`src/rtl/pwl_seq_pkg.sv`:
```
// Shared types for the synth ALU sequencer: op codes, register indices,
// host address field widths and the debug snapshot struct.
package pwl_seq_pkg;

  localparam int ADDR_CH_W  = 2;
  localparam int ADDR_REG_W = 4;
  localparam int ADDR_W     = ADDR_CH_W + ADDR_REG_W;
  localparam int DBG_W      = 8;

  typedef enum logic [2:0] {
    OP_NOP    = 3'd0,
    OP_PHASE  = 3'd1,
    OP_SWEEP0 = 3'd2,
    OP_SWEEP1 = 3'd3,
    OP_OUT    = 3'd4,
    OP_WRITE  = 3'd5,
    OP_READ   = 3'd6
  } op_e;

  localparam logic [ADDR_REG_W-1:0] PERIOD     = 4'd0;
  localparam logic [ADDR_REG_W-1:0] AMP        = 4'd1;
  localparam logic [ADDR_REG_W-1:0] PWM_OFFSET = 4'd2;
  localparam logic [ADDR_REG_W-1:0] SLOPE0     = 4'd3;
  localparam logic [ADDR_REG_W-1:0] SLOPE1     = 4'd4;
  localparam logic [ADDR_REG_W-1:0] SWEEP0     = 4'd5;
  localparam logic [ADDR_REG_W-1:0] SWEEP1     = 4'd6;
  localparam logic [ADDR_REG_W-1:0] MODE       = 4'd7;
  localparam logic [ADDR_REG_W-1:0] PHASE      = 4'd8;

  typedef enum logic [1:0] {
    H_IDLE  = 2'd0,
    H_ISSUE = 2'd1,
    H_ACK   = 2'd2
  } host_st_e;

  typedef struct packed {
    logic [DBG_W-1:0] slot;
    logic [DBG_W-1:0] sweep_cnt;
    host_st_e         host_st;
  } seq_dbg_t;

  // Low two slot bits select which per-channel update runs in that slot.
  function automatic op_e update_op(input logic [1:0] k);
    case (k)
      2'd0:    return OP_PHASE;
      2'd1:    return OP_SWEEP0;
      2'd2:    return OP_SWEEP1;
      default: return OP_OUT;
    endcase
  endfunction

endpackage

```
`src/rtl/alu_sequencer_if.sv`:
```
// Host register-access port and ALU command bus of the sequencer.
interface alu_sequencer_if
  import pwl_seq_pkg::*;
#(
  parameter int DATA_W = 13
);
  // Host: host_req rises with host_we/addr/wdata stable and stays high until a
  // one-cycle host_ack; host_rdata is valid with that ack. ALU: alu_op/alu_ch
  // are meaningful only while alu_valid=1, and alu_rdata answers a READ in the
  // same cycle it is on the bus.
  logic                  host_req;
  logic                  host_we;
  logic [ADDR_W-1:0]     host_addr;
  logic [DATA_W-1:0]     host_wdata;
  logic                  host_ack;
  logic [DATA_W-1:0]     host_rdata;
  logic                  alu_valid;
  op_e                   alu_op;
  logic [ADDR_CH_W-1:0]  alu_ch;
  logic [ADDR_REG_W-1:0] alu_reg;
  logic [DATA_W-1:0]     alu_wdata;
  logic [DATA_W-1:0]     alu_rdata;

  modport master (
    output host_req, host_we, host_addr, host_wdata, alu_rdata,
    input  host_ack, host_rdata, alu_valid, alu_op, alu_ch, alu_reg, alu_wdata
  );

  modport slave (
    input  host_req, host_we, host_addr, host_wdata, alu_rdata,
    output host_ack, host_rdata, alu_valid, alu_op, alu_ch, alu_reg, alu_wdata
  );

endinterface

```
`src/rtl/alu_sequencer_host_port.sv`:
```
// Host access FSM: grants a request in a host slot, then walks through the
// ALU issue cycle and the ack cycle, capturing read data on the way.
module alu_sequencer_host_port
  import pwl_seq_pkg::*;
#(
  parameter int DATA_W = 13
) (
  input  logic              clk,
  input  logic              rst_n,
  input  logic              host_slot,
  input  logic              host_req,
  input  logic              host_we,
  input  logic [DATA_W-1:0] alu_rdata,
  output logic              grant,
  output logic              host_ack,
  output logic [DATA_W-1:0] host_rdata,
  output host_st_e          state
);

  logic we_q;

  // Requests are ignored in both ISSUE and ACK, so one request gets one grant.
  assign grant = host_slot && host_req && (state == H_IDLE);

  always_ff @(posedge clk or negedge rst_n) begin
    if (!rst_n) begin
      state      <= H_IDLE;
      we_q       <= 1'b0;
      host_ack   <= 1'b0;
      host_rdata <= '0;
    end else begin
      host_ack <= 1'b0;
      case (state)
        H_IDLE: begin
          if (grant) begin
            state <= H_ISSUE;
            we_q  <= host_we;
          end
        end
        H_ISSUE: begin
          state    <= H_ACK;
          host_ack <= 1'b1;
          if (!we_q) host_rdata <= alu_rdata;
        end
        H_ACK:   state <= H_IDLE;
        default: state <= H_IDLE;
      endcase
    end
  end

endmodule

```
`src/rtl/alu_sequencer.sv`:
```
// Frame scheduler for the shared synth ALU: per-channel update slots first,
// remaining slots (and all of en=0 time) go to the host register port.
module alu_sequencer
  import pwl_seq_pkg::*;
#(
  parameter int NUM_CH       = 4,
  parameter int FRAME_CYCLES = 32,
  parameter int SWEEP_DIV    = 4,
  parameter int DATA_W       = 13
) (
  input  logic              clk,
  input  logic              rst_n,
  input  logic              en,
  input  logic [NUM_CH-1:0] ch_enable,
  alu_sequencer_if.slave    bus,
  output logic              frame_done,
  output seq_dbg_t          dbg
);

  localparam int UPD_SLOTS = NUM_CH * 4;
  localparam int SLOT_W    = $clog2(FRAME_CYCLES);
  localparam int SW_W      = (SWEEP_DIV > 1) ? $clog2(SWEEP_DIV) : 1;

  logic [SLOT_W-1:0]    slot;
  logic [SW_W-1:0]      sweep_cnt;
  logic                 upd_slot;
  logic                 last_slot;
  logic                 grant;
  logic                 stall;
  logic                 ch_on;
  logic                 issue_upd;
  logic [ADDR_CH_W-1:0] upd_ch;
  logic [1:0]           upd_k;
  host_st_e             host_st;

  assign upd_slot  = en && (int'(slot) < UPD_SLOTS);
  assign last_slot = (int'(slot) == FRAME_CYCLES - 1);
  assign upd_ch    = ADDR_CH_W'(slot >> 2);
  assign upd_k     = slot[1:0];
  assign ch_on     = ch_enable[upd_ch];
  assign issue_upd = upd_slot && ch_on &&
                     ((upd_k == 2'd0) || (upd_k == 2'd3) || (sweep_cnt == '0));

  // A grant in the last host slot takes slot 0's bus position, so the
  // counter holds one cycle and the whole update schedule slips by one.
  assign stall = grant && en && last_slot;

  alu_sequencer_host_port #(
    .DATA_W(DATA_W)
  ) u_host_port (
    .clk       (clk),
    .rst_n     (rst_n),
    .host_slot (!upd_slot),
    .host_req  (bus.host_req),
    .host_we   (bus.host_we),
    .alu_rdata (bus.alu_rdata),
    .grant     (grant),
    .host_ack  (bus.host_ack),
    .host_rdata(bus.host_rdata),
    .state     (host_st)
  );

  always_ff @(posedge clk or negedge rst_n) begin
    if (!rst_n) begin
      slot      <= '0;
      sweep_cnt <= '0;
    end else if (!en) begin
      slot <= '0;
    end else if (!stall) begin
      if (last_slot) begin
        slot      <= '0;
        sweep_cnt <= (int'(sweep_cnt) == SWEEP_DIV - 1) ? '0 : sweep_cnt + 1'b1;
      end else begin
        slot <= slot + 1'b1;
      end
    end
  end

  always_ff @(posedge clk or negedge rst_n) begin
    if (!rst_n) begin
      bus.alu_valid <= 1'b0;
      bus.alu_op    <= OP_NOP;
      bus.alu_ch    <= '0;
      bus.alu_reg   <= '0;
      bus.alu_wdata <= '0;
      frame_done    <= 1'b0;
    end else begin
      bus.alu_valid <= 1'b0;
      bus.alu_op    <= OP_NOP;
      bus.alu_ch    <= '0;
      bus.alu_reg   <= '0;
      bus.alu_wdata <= '0;
      frame_done    <= upd_slot && (int'(slot) == UPD_SLOTS - 1);
      if (grant) begin
        bus.alu_valid <= 1'b1;
        bus.alu_op    <= bus.host_we ? OP_WRITE : OP_READ;
        bus.alu_ch    <= bus.host_addr[ADDR_W-1:ADDR_REG_W];
        bus.alu_reg   <= bus.host_addr[ADDR_REG_W-1:0];
        bus.alu_wdata <= bus.host_wdata;
      end else if (issue_upd) begin
        bus.alu_valid <= 1'b1;
        bus.alu_op    <= update_op(upd_k);
        bus.alu_ch    <= upd_ch;
      end
    end
  end

  assign dbg = '{slot: DBG_W'(slot), sweep_cnt: DBG_W'(sweep_cnt), host_st: host_st};

endmodule

```
`src/flat_wrapper.sv`:
```
// flat-port wrapper written by rule: the top's interface ports become plain ports
module alu_sequencer_flat import pwl_seq_pkg::*;
#(
  parameter int NUM_CH       = 4,
  parameter int FRAME_CYCLES = 32,
  parameter int SWEEP_DIV    = 4,
  parameter int DATA_W       = 13
)
  (clk, rst_n, en, ch_enable, frame_done, dbg, bus_host_req, bus_host_we, bus_host_addr, bus_host_wdata, bus_alu_rdata, bus_host_ack, bus_host_rdata, bus_alu_valid, bus_alu_op, bus_alu_ch, bus_alu_reg, bus_alu_wdata);
  alu_sequencer_if #(.DATA_W(DATA_W)) bus_i ();
  input  logic clk;
  input  logic rst_n;
  input  logic en;
  input  logic [NUM_CH-1:0] ch_enable;
  output logic frame_done;
  output seq_dbg_t dbg;
  input wire logic [$bits(bus_i.host_req)-1:0] bus_host_req;
  input wire logic [$bits(bus_i.host_we)-1:0] bus_host_we;
  input wire logic [$bits(bus_i.host_addr)-1:0] bus_host_addr;
  input wire logic [$bits(bus_i.host_wdata)-1:0] bus_host_wdata;
  input wire logic [$bits(bus_i.alu_rdata)-1:0] bus_alu_rdata;
  output wire logic [$bits(bus_i.host_ack)-1:0] bus_host_ack;
  output wire logic [$bits(bus_i.host_rdata)-1:0] bus_host_rdata;
  output wire logic [$bits(bus_i.alu_valid)-1:0] bus_alu_valid;
  output wire logic [$bits(bus_i.alu_op)-1:0] bus_alu_op;
  output wire logic [$bits(bus_i.alu_ch)-1:0] bus_alu_ch;
  output wire logic [$bits(bus_i.alu_reg)-1:0] bus_alu_reg;
  output wire logic [$bits(bus_i.alu_wdata)-1:0] bus_alu_wdata;
  assign bus_i.host_req = bus_host_req;
  assign bus_i.host_we = bus_host_we;
  assign bus_i.host_addr = bus_host_addr;
  assign bus_i.host_wdata = bus_host_wdata;
  assign bus_i.alu_rdata = bus_alu_rdata;
  assign bus_host_ack = bus_i.host_ack;
  assign bus_host_rdata = bus_i.host_rdata;
  assign bus_alu_valid = bus_i.alu_valid;
  assign bus_alu_op = bus_i.alu_op;
  assign bus_alu_ch = bus_i.alu_ch;
  assign bus_alu_reg = bus_i.alu_reg;
  assign bus_alu_wdata = bus_i.alu_wdata;
  alu_sequencer #(.NUM_CH(NUM_CH), .FRAME_CYCLES(FRAME_CYCLES), .SWEEP_DIV(SWEEP_DIV), .DATA_W(DATA_W)) u_core (.clk(clk), .rst_n(rst_n), .en(en), .ch_enable(ch_enable), .bus(bus_i), .frame_done(frame_done), .dbg(dbg));
endmodule
```
`config.mk`:
```
export PLATFORM = sky130hd
export DESIGN_NAME = alu_sequencer_flat
export DESIGN_NICKNAME = d
export VERILOG_FILES = /design/src/rtl/pwl_seq_pkg.sv /design/src/rtl/alu_sequencer_if.sv /design/src/rtl/alu_sequencer_host_port.sv /design/src/rtl/alu_sequencer.sv /design/src/flat_wrapper.sv
export SDC_FILE = /design/constraint.sdc
export NUM_CORES = 1
export LEC_CHECK = 0
export ABC_CLOCK_PERIOD_IN_PS = 4600
export CORE_MARGIN = 2
export CORE_UTILIZATION = 45
export CTS_BUF_LIST = sky130_fd_sc_hd__clkbuf_4
export DETAILED_ROUTE_END_ITERATION = 10
export PLACE_DENSITY = 0.95
export SKIP_LAST_GASP = 1
export SLEW_MARGIN = 15
export SYNTH_ARGS = -nofsm -noshare
export SYNTH_HDL_FRONTEND = slang
export SYNTH_SLANG_ARGS = --single-unit
```
`constraint.sdc`:
```
create_clock -name clk -period 4.6 [get_ports clk]
set_input_delay 0.92 -clock clk [delete_from_list [all_inputs] [get_ports clk]]
set_output_delay 0.92 -clock clk [all_outputs]
set_load 0.1 [all_outputs]
```
[Word level (Yosys, flattened, before mapping)]
Cells that the tools add are included.
Operators by class
  muxes and demuxes: 19
  equal/unequal tests: 9
  reduce and logical (&&, ||, !) cells: 17
  magnitude comparators: 2
  bitwise logic cells: 2
  add/subtract/negate cells: 2
Operators with widths (number)
  5-bit two-way mux: 3
  13-bit two-way mux: 1
  2-bit two-way mux: 5
  3-bit one-hot mux with 3 select lines: 1
  1-bit logical AND: 8
  2-bit by 1-bit == test with 1-bit output, second input constant: 3
  2-bit zero test: 3
  3-bit two-way mux: 2
  5-bit by 1-bit adder with 5-bit output, second input constant: 1
  5-bit by 1-bit == test with 1-bit output, second input constant: 1
  5-bit == test, second input constant: 1
  5-bit less-than comparator, second input constant: 1
  2-bit == test, second input constant: 2
  1-bit two-way mux: 4
  4-bit two-way mux: 1
  2-bit one-hot mux with 2 select lines: 1
  2-bit AND reduction: 2
  2-bit by 3-bit less-than comparator with 1-bit output, second input constant: 1
  3-bit AND reduction: 1
  2-bit by 1-bit adder with 2-bit output, second input constant: 1
  1-bit binary-select mux with 2-bit select: 1
  1-bit logical OR: 2
  2-bit by 1-bit inequality test with 1-bit output, second input constant: 1
  2-bit inequality test, second input constant: 1
  other kinds (2): 3
Word-level totals
  flip-flop bits (word level): 48
  output and inout port bits: 56

[Logic depth before layout (Yosys ltp)]
Gate-level depths: netlist of run 1.
  depth in word-level cells: 9
  gate-level depth with buffers: 6
  depth with buffers taken out: 6

[Hierarchy]
A second synthesis of run 1 with hierarchy kept.
Second synthesis, totals
  cells, all modules: 157
  area total of the unflattened synthesis: 2021.9 um2
Modules (own cells, without submodules)
  alu_sequencer: area an instance 1370.1 um2, cells an instance 120, instances 1
  alu_sequencer_host_port: area an instance 651.9 um2, cells an instance 37, instances 1

[Least setup slack after synthesis of run 1]
Ideal clock, no wire load.
  kind: reg-to-reg
  start: reg u_core.slot[1]
  end: reg u_core.slot[1]
  cell stages (with the launch flop): 7
  path buffers: 1
  required time: 4.475 ns
  arrival: 2.314 ns
  setup slack: 2.161 ns
  path through: dfrtp_1 -> ha_1 -> and3_1 -> ha_1 -> or3b_1 -> buf_2 -> mux2i_1
Between the ends
  longest elaborated chain between the ends: 8
  elaborated cells on any way between the ends: 13
  classes of those cells: add/sub: 1; order compare: 1; eq/ne: 2; mux: 3; reduce/logical: 6
RTL lines
  start: declaration: RTL line alu_sequencer.sv:24  | logic [SLOT_W-1:0] slot;
  start signal: assignment: RTL line alu_sequencer.sv:74  | slot <= slot + 1'b1;
  5-bit less-than comparator: RTL line alu_sequencer.sv:36  | assign upd_slot = en && (int'(slot) < UPD_SLOTS);
  1-bit logical AND: RTL line alu_sequencer.sv:36
  1-bit zero test: RTL line alu_sequencer.sv:53  | .host_slot (!upd_slot),
  1-bit logical AND (2 in a row): RTL line alu_sequencer_host_port.sv:23  | assign grant = host_slot && host_req && (state == H_IDLE);
  1-bit logical AND (2 in a row): RTL line alu_sequencer.sv:46  | assign stall = grant && en && last_slot;
  2-bit inequality test (no line)
Parallel ways exist; a longest one is shown, timed or not. The select of a mux whose other input is x is not followed.
A chain may end at the register's enable or synchronous reset.

[Final worst setup path of run 1]
  start: reg u_core.slot[2]
  end: out dbg[12] in the netlist's numbering
RTL lines
  end: declaration: RTL line flat_wrapper.sv:16  | output seq_dbg_t dbg;
No word-level cell between the ends.

==> impl_metrics.ini, run 1 <==
[cts]
root_buffer = clkbuf_4
cts.sinks = 48
cts_setup_buffers = 0
cts_tree = built
clock_latency_ns = 0.37
clk_pin_slew_ns = 0.14
numCtsBuffers = 5
hold_buffers = 0
cts_resized = 0
htreeDepth = 2
cts_buffer_depth = 2

[synthesis]
synth_area_leader_cell = dfrtp_1
synth_top_area_share_pct = 59.8
ys.flop_type = dfrtp_1
yosys.cell_types.count = 32
ys_warn_count = 0
yosysSeqAreaShare_pct = 59.8
synthTopCellsByCount = 48 x dfrtp_1, 18 x and2_1, 17 x mux2_2
synthTopCellsByArea = dfrtp_1 60%, mux2_2 9.5%, and2_1 5.6%
ys_ff_latch = 48
syn_avg_cell_area_sq_um = 13.0
synth_most_common_cell = dfrtp_1
synthArstFlopShare_pct = 100
synth_area_sq_mm = 0.00201
synth_edf_count = 0
synthCells = 154

[routing]
route.detailed.drc = 0
routed_wl_microns = 4160
vias = 1432
routedWlPerCell_microns = 14.1
dr.pass1.iters = 5
vias_per_cell = 4.87
drt_iter0_markers = 70
final_antenna_net_count = 0

[grt]
gr-total-overflow = 0
grt_pass1_wl_microns = 6580
grt_pass1_vias = 1375
grt_max_degree = 49
grtUsageTotal_pct = 17.3
antenna_found_initial = 0

[timing]
fmaxAchievable_ghz = 0.323
period_needed_ns = 3.09
slew_violations = 0
setup_viol = 0
fin_ws_ns = 1.51
skew_ns = 0.00986
worst_pin_slew_ns = 1.07
fin_tns_setup_ns = 0
rsz0062_at_grt = no
finalCritPeriodShare_pct = 67.2
hold_violations = 0
relSlewSlack_pct = 28.4
timing.hold.ws_ns = 0.490

[layout]
num-nets-final = 290
n_fill_cell = 337
final_layout_size_suffix_gt1_share_pct = 12.4
largest_registers = u_core.bus.alu_wdata (13), u_core.u_host_port.host_rdata (13), u_core.slot (5)
syn2layout_area_growth_pct = 47.3
final_core_util_pct = 68.4
multi_input_area_sq_um = 722
num_antenna_cells = 0
seq_area_sq_mm = 0.00120

[power_and_ir_drop]
p_per_area_mw_per_mm2 = 522
leakage_nw = 1.34
ir_drop_v = 0.000260
total_power_mw = 1.54

[critical_path]
cp_max_fo = 10
crit_buf_inv = 1
crit_path_cell_trace = clkdlybuf4s50_1
arrival_ns = 2.17
critical_path_required_ns = 3.68
slowest_stage = clkdlybuf4s50_1
end_kind = output port
worstSetupPathType = reg2out
path_delay_family = buffers and inverters
max_stage_delay_ns = 1.21
startpoint_type = register

[floorplanning]
die_area_sq_mm = 0.00502
die_width_microns = 70.8
fp.dieH_microns = 70.8
placement_rows = 24
start_util_pct = 46.5
io_pins = 97
core_area_sq_mm = 0.00432

[run_status]
status = finished, final reports clean

[placed_design]
io_buffers = 87
post-place-ws_ns = 1.34
place_congestion = 0.719
hpwl_microns = 3210

[run]
drv_cap = 0

[min_path]
min_path_type = reg2reg
worst paths after layout:
path	from	to	slack, ns	depth (start not counted)
worst max-delay path	u_core.slot[2]	dbg[12]	1.51	1
worst min-delay path	u_core.u_host_port.state[1]	u_core.u_host_port.state[1]	0.49	1
worst max register to register	u_core.slot[1]	u_core.slot[0]	2.61	5
worst min register to register	u_core.u_host_port.state[1]	u_core.u_host_port.state[1]	0.49	1
max in group asynchronous	rst_n	u_core.bus.alu_op[1]	3.67	1
min in group asynchronous	rst_n	u_core.slot[2]	0.54	1
per-layer routing:
layer | up-vias | track usage, % | part of all wire [%]
met1 | 678 | 20.1 | 39
met3 | 10 | 4.84 | 8.8
li1 | 667 | - | -
met4 | 0 | 7.55 | 2.1
met5 | - | 0 | 0
met2 | 77 | 30.0 | 50
per-stage QoR:
step,cells,area (sq um)
floorplan,162,2040
global placement,286,2870
detailed placement,286,2870
CTS,294,2950
global route,294,2960
finish,294,2960
placed cells by master (no fill, tap or decap), drive strengths merged, types with 2 or more instances in the layout:
| cell | netlist | layout |
|---|---|---|
| a31o | 2 | 2 |
| nand2 | 5 | 5 |
| nor2 | 4 | 4 |
| and3 | 2 | 2 |
| clkbuf | 1 | 5 |
| or3b | 2 | 2 |
| ha | 8 | 8 |
| clkinv | 0 | 2 |
| dfrtp | 48 | 48 |
| mux2i | 2 | 2 |
| clkdlybuf4s50 | 0 | 86 |
| nor2b | 5 | 5 |
| inv | 6 | 6 |
| mux2 | 17 | 17 |
| conb | 1 | 9 |
| a22o | 2 | 2 |
| and2 | 18 | 18 |
| o21ai | 4 | 4 |
where the power goes:
part           total, mW  internal, mW  switching (mW)
Clock              0.248         0.114           0.135
Sequential         0.522         0.487          0.0350
Combinational      0.773         0.188           0.585
area by class of cell:
class,instances,area share [%]
Clock buffer,5,1.27
Clock inverter,3,1.44
Inverter,6,0.761
Multi-Input combinational cell,93,24.4
Sequential cell,48,40.6
Tap cell,52,2.20
Timing Repair Buffer,87,29.3
logic make-up (layout without fill, tap and decap cells):
logic type / Yosys count / count (layout) / synth area share [%]
flops: 48 / 48 / 59.8
simple gates: 40 / 40 / 11.8
buf+inv: 21 / 101 / 5.91
mux: 20 / 20 / 11.6
compound gates: 16 / 16 / 5.73
fa+ha+maj: 8 / 8 / 4.98
other cells: 1 / 9 / 0.187
Power figures use the tool's default switching activity.
==> run 2, diff against run 1 <==
--- a/config.mk
+++ b/config.mk
@@ -5,12 +5,12 @@
 export SDC_FILE = /design/constraint.sdc
 export NUM_CORES = 1
 export LEC_CHECK = 0
-export ABC_CLOCK_PERIOD_IN_PS = 4600
+export ABC_CLOCK_PERIOD_IN_PS = 2800
 export CORE_MARGIN = 2
-export CORE_UTILIZATION = 45
+export CORE_UTILIZATION = 38
 export CTS_BUF_LIST = sky130_fd_sc_hd__clkbuf_4
 export DETAILED_ROUTE_END_ITERATION = 10
-export PLACE_DENSITY = 0.95
+export PLACE_DENSITY = 0.89
 export SKIP_LAST_GASP = 1
 export SLEW_MARGIN = 15
 export SYNTH_ARGS = -nofsm -noshare
==> constraint.sdc (replaced) <==
create_clock -name clk -period 2.8 [get_ports clk]
set_input_delay 0.56 -clock clk [delete_from_list [all_inputs] [get_ports clk]]
set_output_delay 0.56 -clock clk [all_outputs]
set_load 0.1 [all_outputs]
==> run 2 against run 1 <==
Against the previous run: routed wire length increased by 0.63%; critical path depth grew 3; flip-flop and latch count did not move; via count up 1.5%; global-route usage decreased by 2.0 points; clock-buffer cell count rose by 1; sequential share of layout area grew 1.4 points; final area decreased by 3.3%; largest cell class unchanged.
==> impl_metrics.ini, run 2 (synthesis gave the netlist of run 1 again) <==
[run_status]
status = finished, final reports clean

[cts]
cts_buffer_depth = 2
htreeDepth = 2
cts_resized = 0
cts.sinks = 48
cts_setup_buffers = 0
root_buffer = clkbuf_4
cts_tree = built
hold_buffers = 0
clk_pin_slew_ns = 0.13
clock_latency_ns = 0.36
numCtsBuffers = 5

[layout]
final_layout_size_suffix_gt1_share_pct = 32.7
fin_cells = 315
layout_commonest_cell = buf_4
layout_common_cells = 50 x buf_4, 48 x dfrtp_1, 39 x clkdlybuf4s50_1
syn2layout_area_growth_pct = 42.3
num_antenna_cells = 0
final_area_sq_mm = 0.00286
n_fill_cell = 453
final_core_util_pct = 56.0
largest_registers = u_core.bus.alu_wdata (13), u_core.u_host_port.host_rdata (13), u_core.slot (5)
num-nets-final = 293

[critical_path]
endpoint = u_core.u_host_port.we_q
crit_path_cell_trace = clkdlybuf4s50_1 -> or3b_4 -> nor2_2 -> mux2_2
r2r-end = u_core.slot[3]
startpoint_type = input port
max_stage_delay_ns = 0.56
end_kind = register
crit_buf_inv = 1
reg2regPathDepth = 5
cp_max_fo = 23
worstSetupStartpoint = bus_host_req
slowest_stage = nor2_2
arrival_ns = 2.38
rrSetupSlack_ns = 0.80
cp_num_cells = 4
worstSetupPathType = in2reg
r2r_start = u_core.slot[1]
critical_path_required_ns = 3.06
path_delay_family = simple AND/OR/NAND/NOR gates

[power_and_ir_drop]
total_power_mw = 2.41
ir_drop_v = 0.000564
leakage_nw = 1.42
p_per_area_mw_per_mm2 = 843

[routing]
routed_wl_microns = 4180
route.detailed.drc = 0
routedWlPerCell_microns = 13.3
dr.pass1.iters = 4
vias_per_cell = 4.61
vias = 1453
final_antenna_net_count = 0
drt_iter0_markers = 29

[placed_design]
post-place-ws_ns = -0.0449
post-place-cells = 307
io_buffers = 87
place_congestion = 0.758
hpwl_microns = 3180
place_area_sq_mm = 0.00280

[grt]
gr-total-overflow = 0
grt_pass1_vias = 1419
antenna_found_initial = 0
grtUsageTotal_pct = 15.3
grt_max_degree = 27
grt_pass1_wl_microns = 7020

[timing]
period_needed_ns = 2.12
skew_ns = 0.00765
slew_violations = 0
rsz0062_at_grt = no
fin_tns_setup_ns = 0
finalCritPeriodShare_pct = 75.8
fmaxAchievable_ghz = 0.471
hold_violations = 0
setup_viol = 0
timing.hold.ws_ns = 0.156
fin_ws_ns = 0.676
relSlewSlack_pct = 52.5
worst_pin_slew_ns = 0.711

[floorplanning]
placement_rows = 26
fp.dieH_microns = 76.7
io_pins = 97
die_area_sq_mm = 0.00589
die_width_microns = 76.7
start_util_pct = 39.3
core_area_sq_mm = 0.00511

[min_path]
min_path_type = in2async

[run]
drv_cap = 0
run 2: cell type report:
class | count | area, sq um | area share, %
clock buffers | 6 | 45.0 | 1.57
well taps | 70 | 87.6 | 3.06
inverters | 6 | 22.5 | 0.787
repair buffers | 90 | 771 | 26.9
clock inverters | 2 | 11.3 | 0.394
multi-input cells | 93 | 722 | 25.2
flip-flops and latches | 48 | 1200 | 42.0
run 2: worst min path at each step:
stage | cells past startpoint | from | to
global placement | 1 | u_core.u_host_port.state[1] | u_core.u_host_port.state[1]
CTS | 1 | rst_n | u_core.bus.alu_wdata[1]
finish | 1 | rst_n | u_core.u_host_port.host_rdata[8]
detailed placement | 1 | u_core.u_host_port.state[1] | u_core.u_host_port.state[1]
global route | 1 | rst_n | u_core.u_host_port.host_rdata[8]
floorplan | 0 | rst_n | u_core.bus.alu_ch[0]
run 2: routing by layer:
| metal | vias up | wire length [microns] | global-route usage [%] |
|---|---|---|---|
| li1 | 680 | - | - |
| met4 | 0 | 57 | 6.00 |
| met3 | 7 | 289 | 4.71 |
| met2 | 63 | 2090 | 25.4 |
| met5 | - | 0 | 0 |
| met1 | 703 | 1750 | 18.5 |
run 2: power by group:
group          switching [mW]  internal, mW
combinational           0.961         0.273
sequential             0.0587         0.800
clock                   0.214         0.106
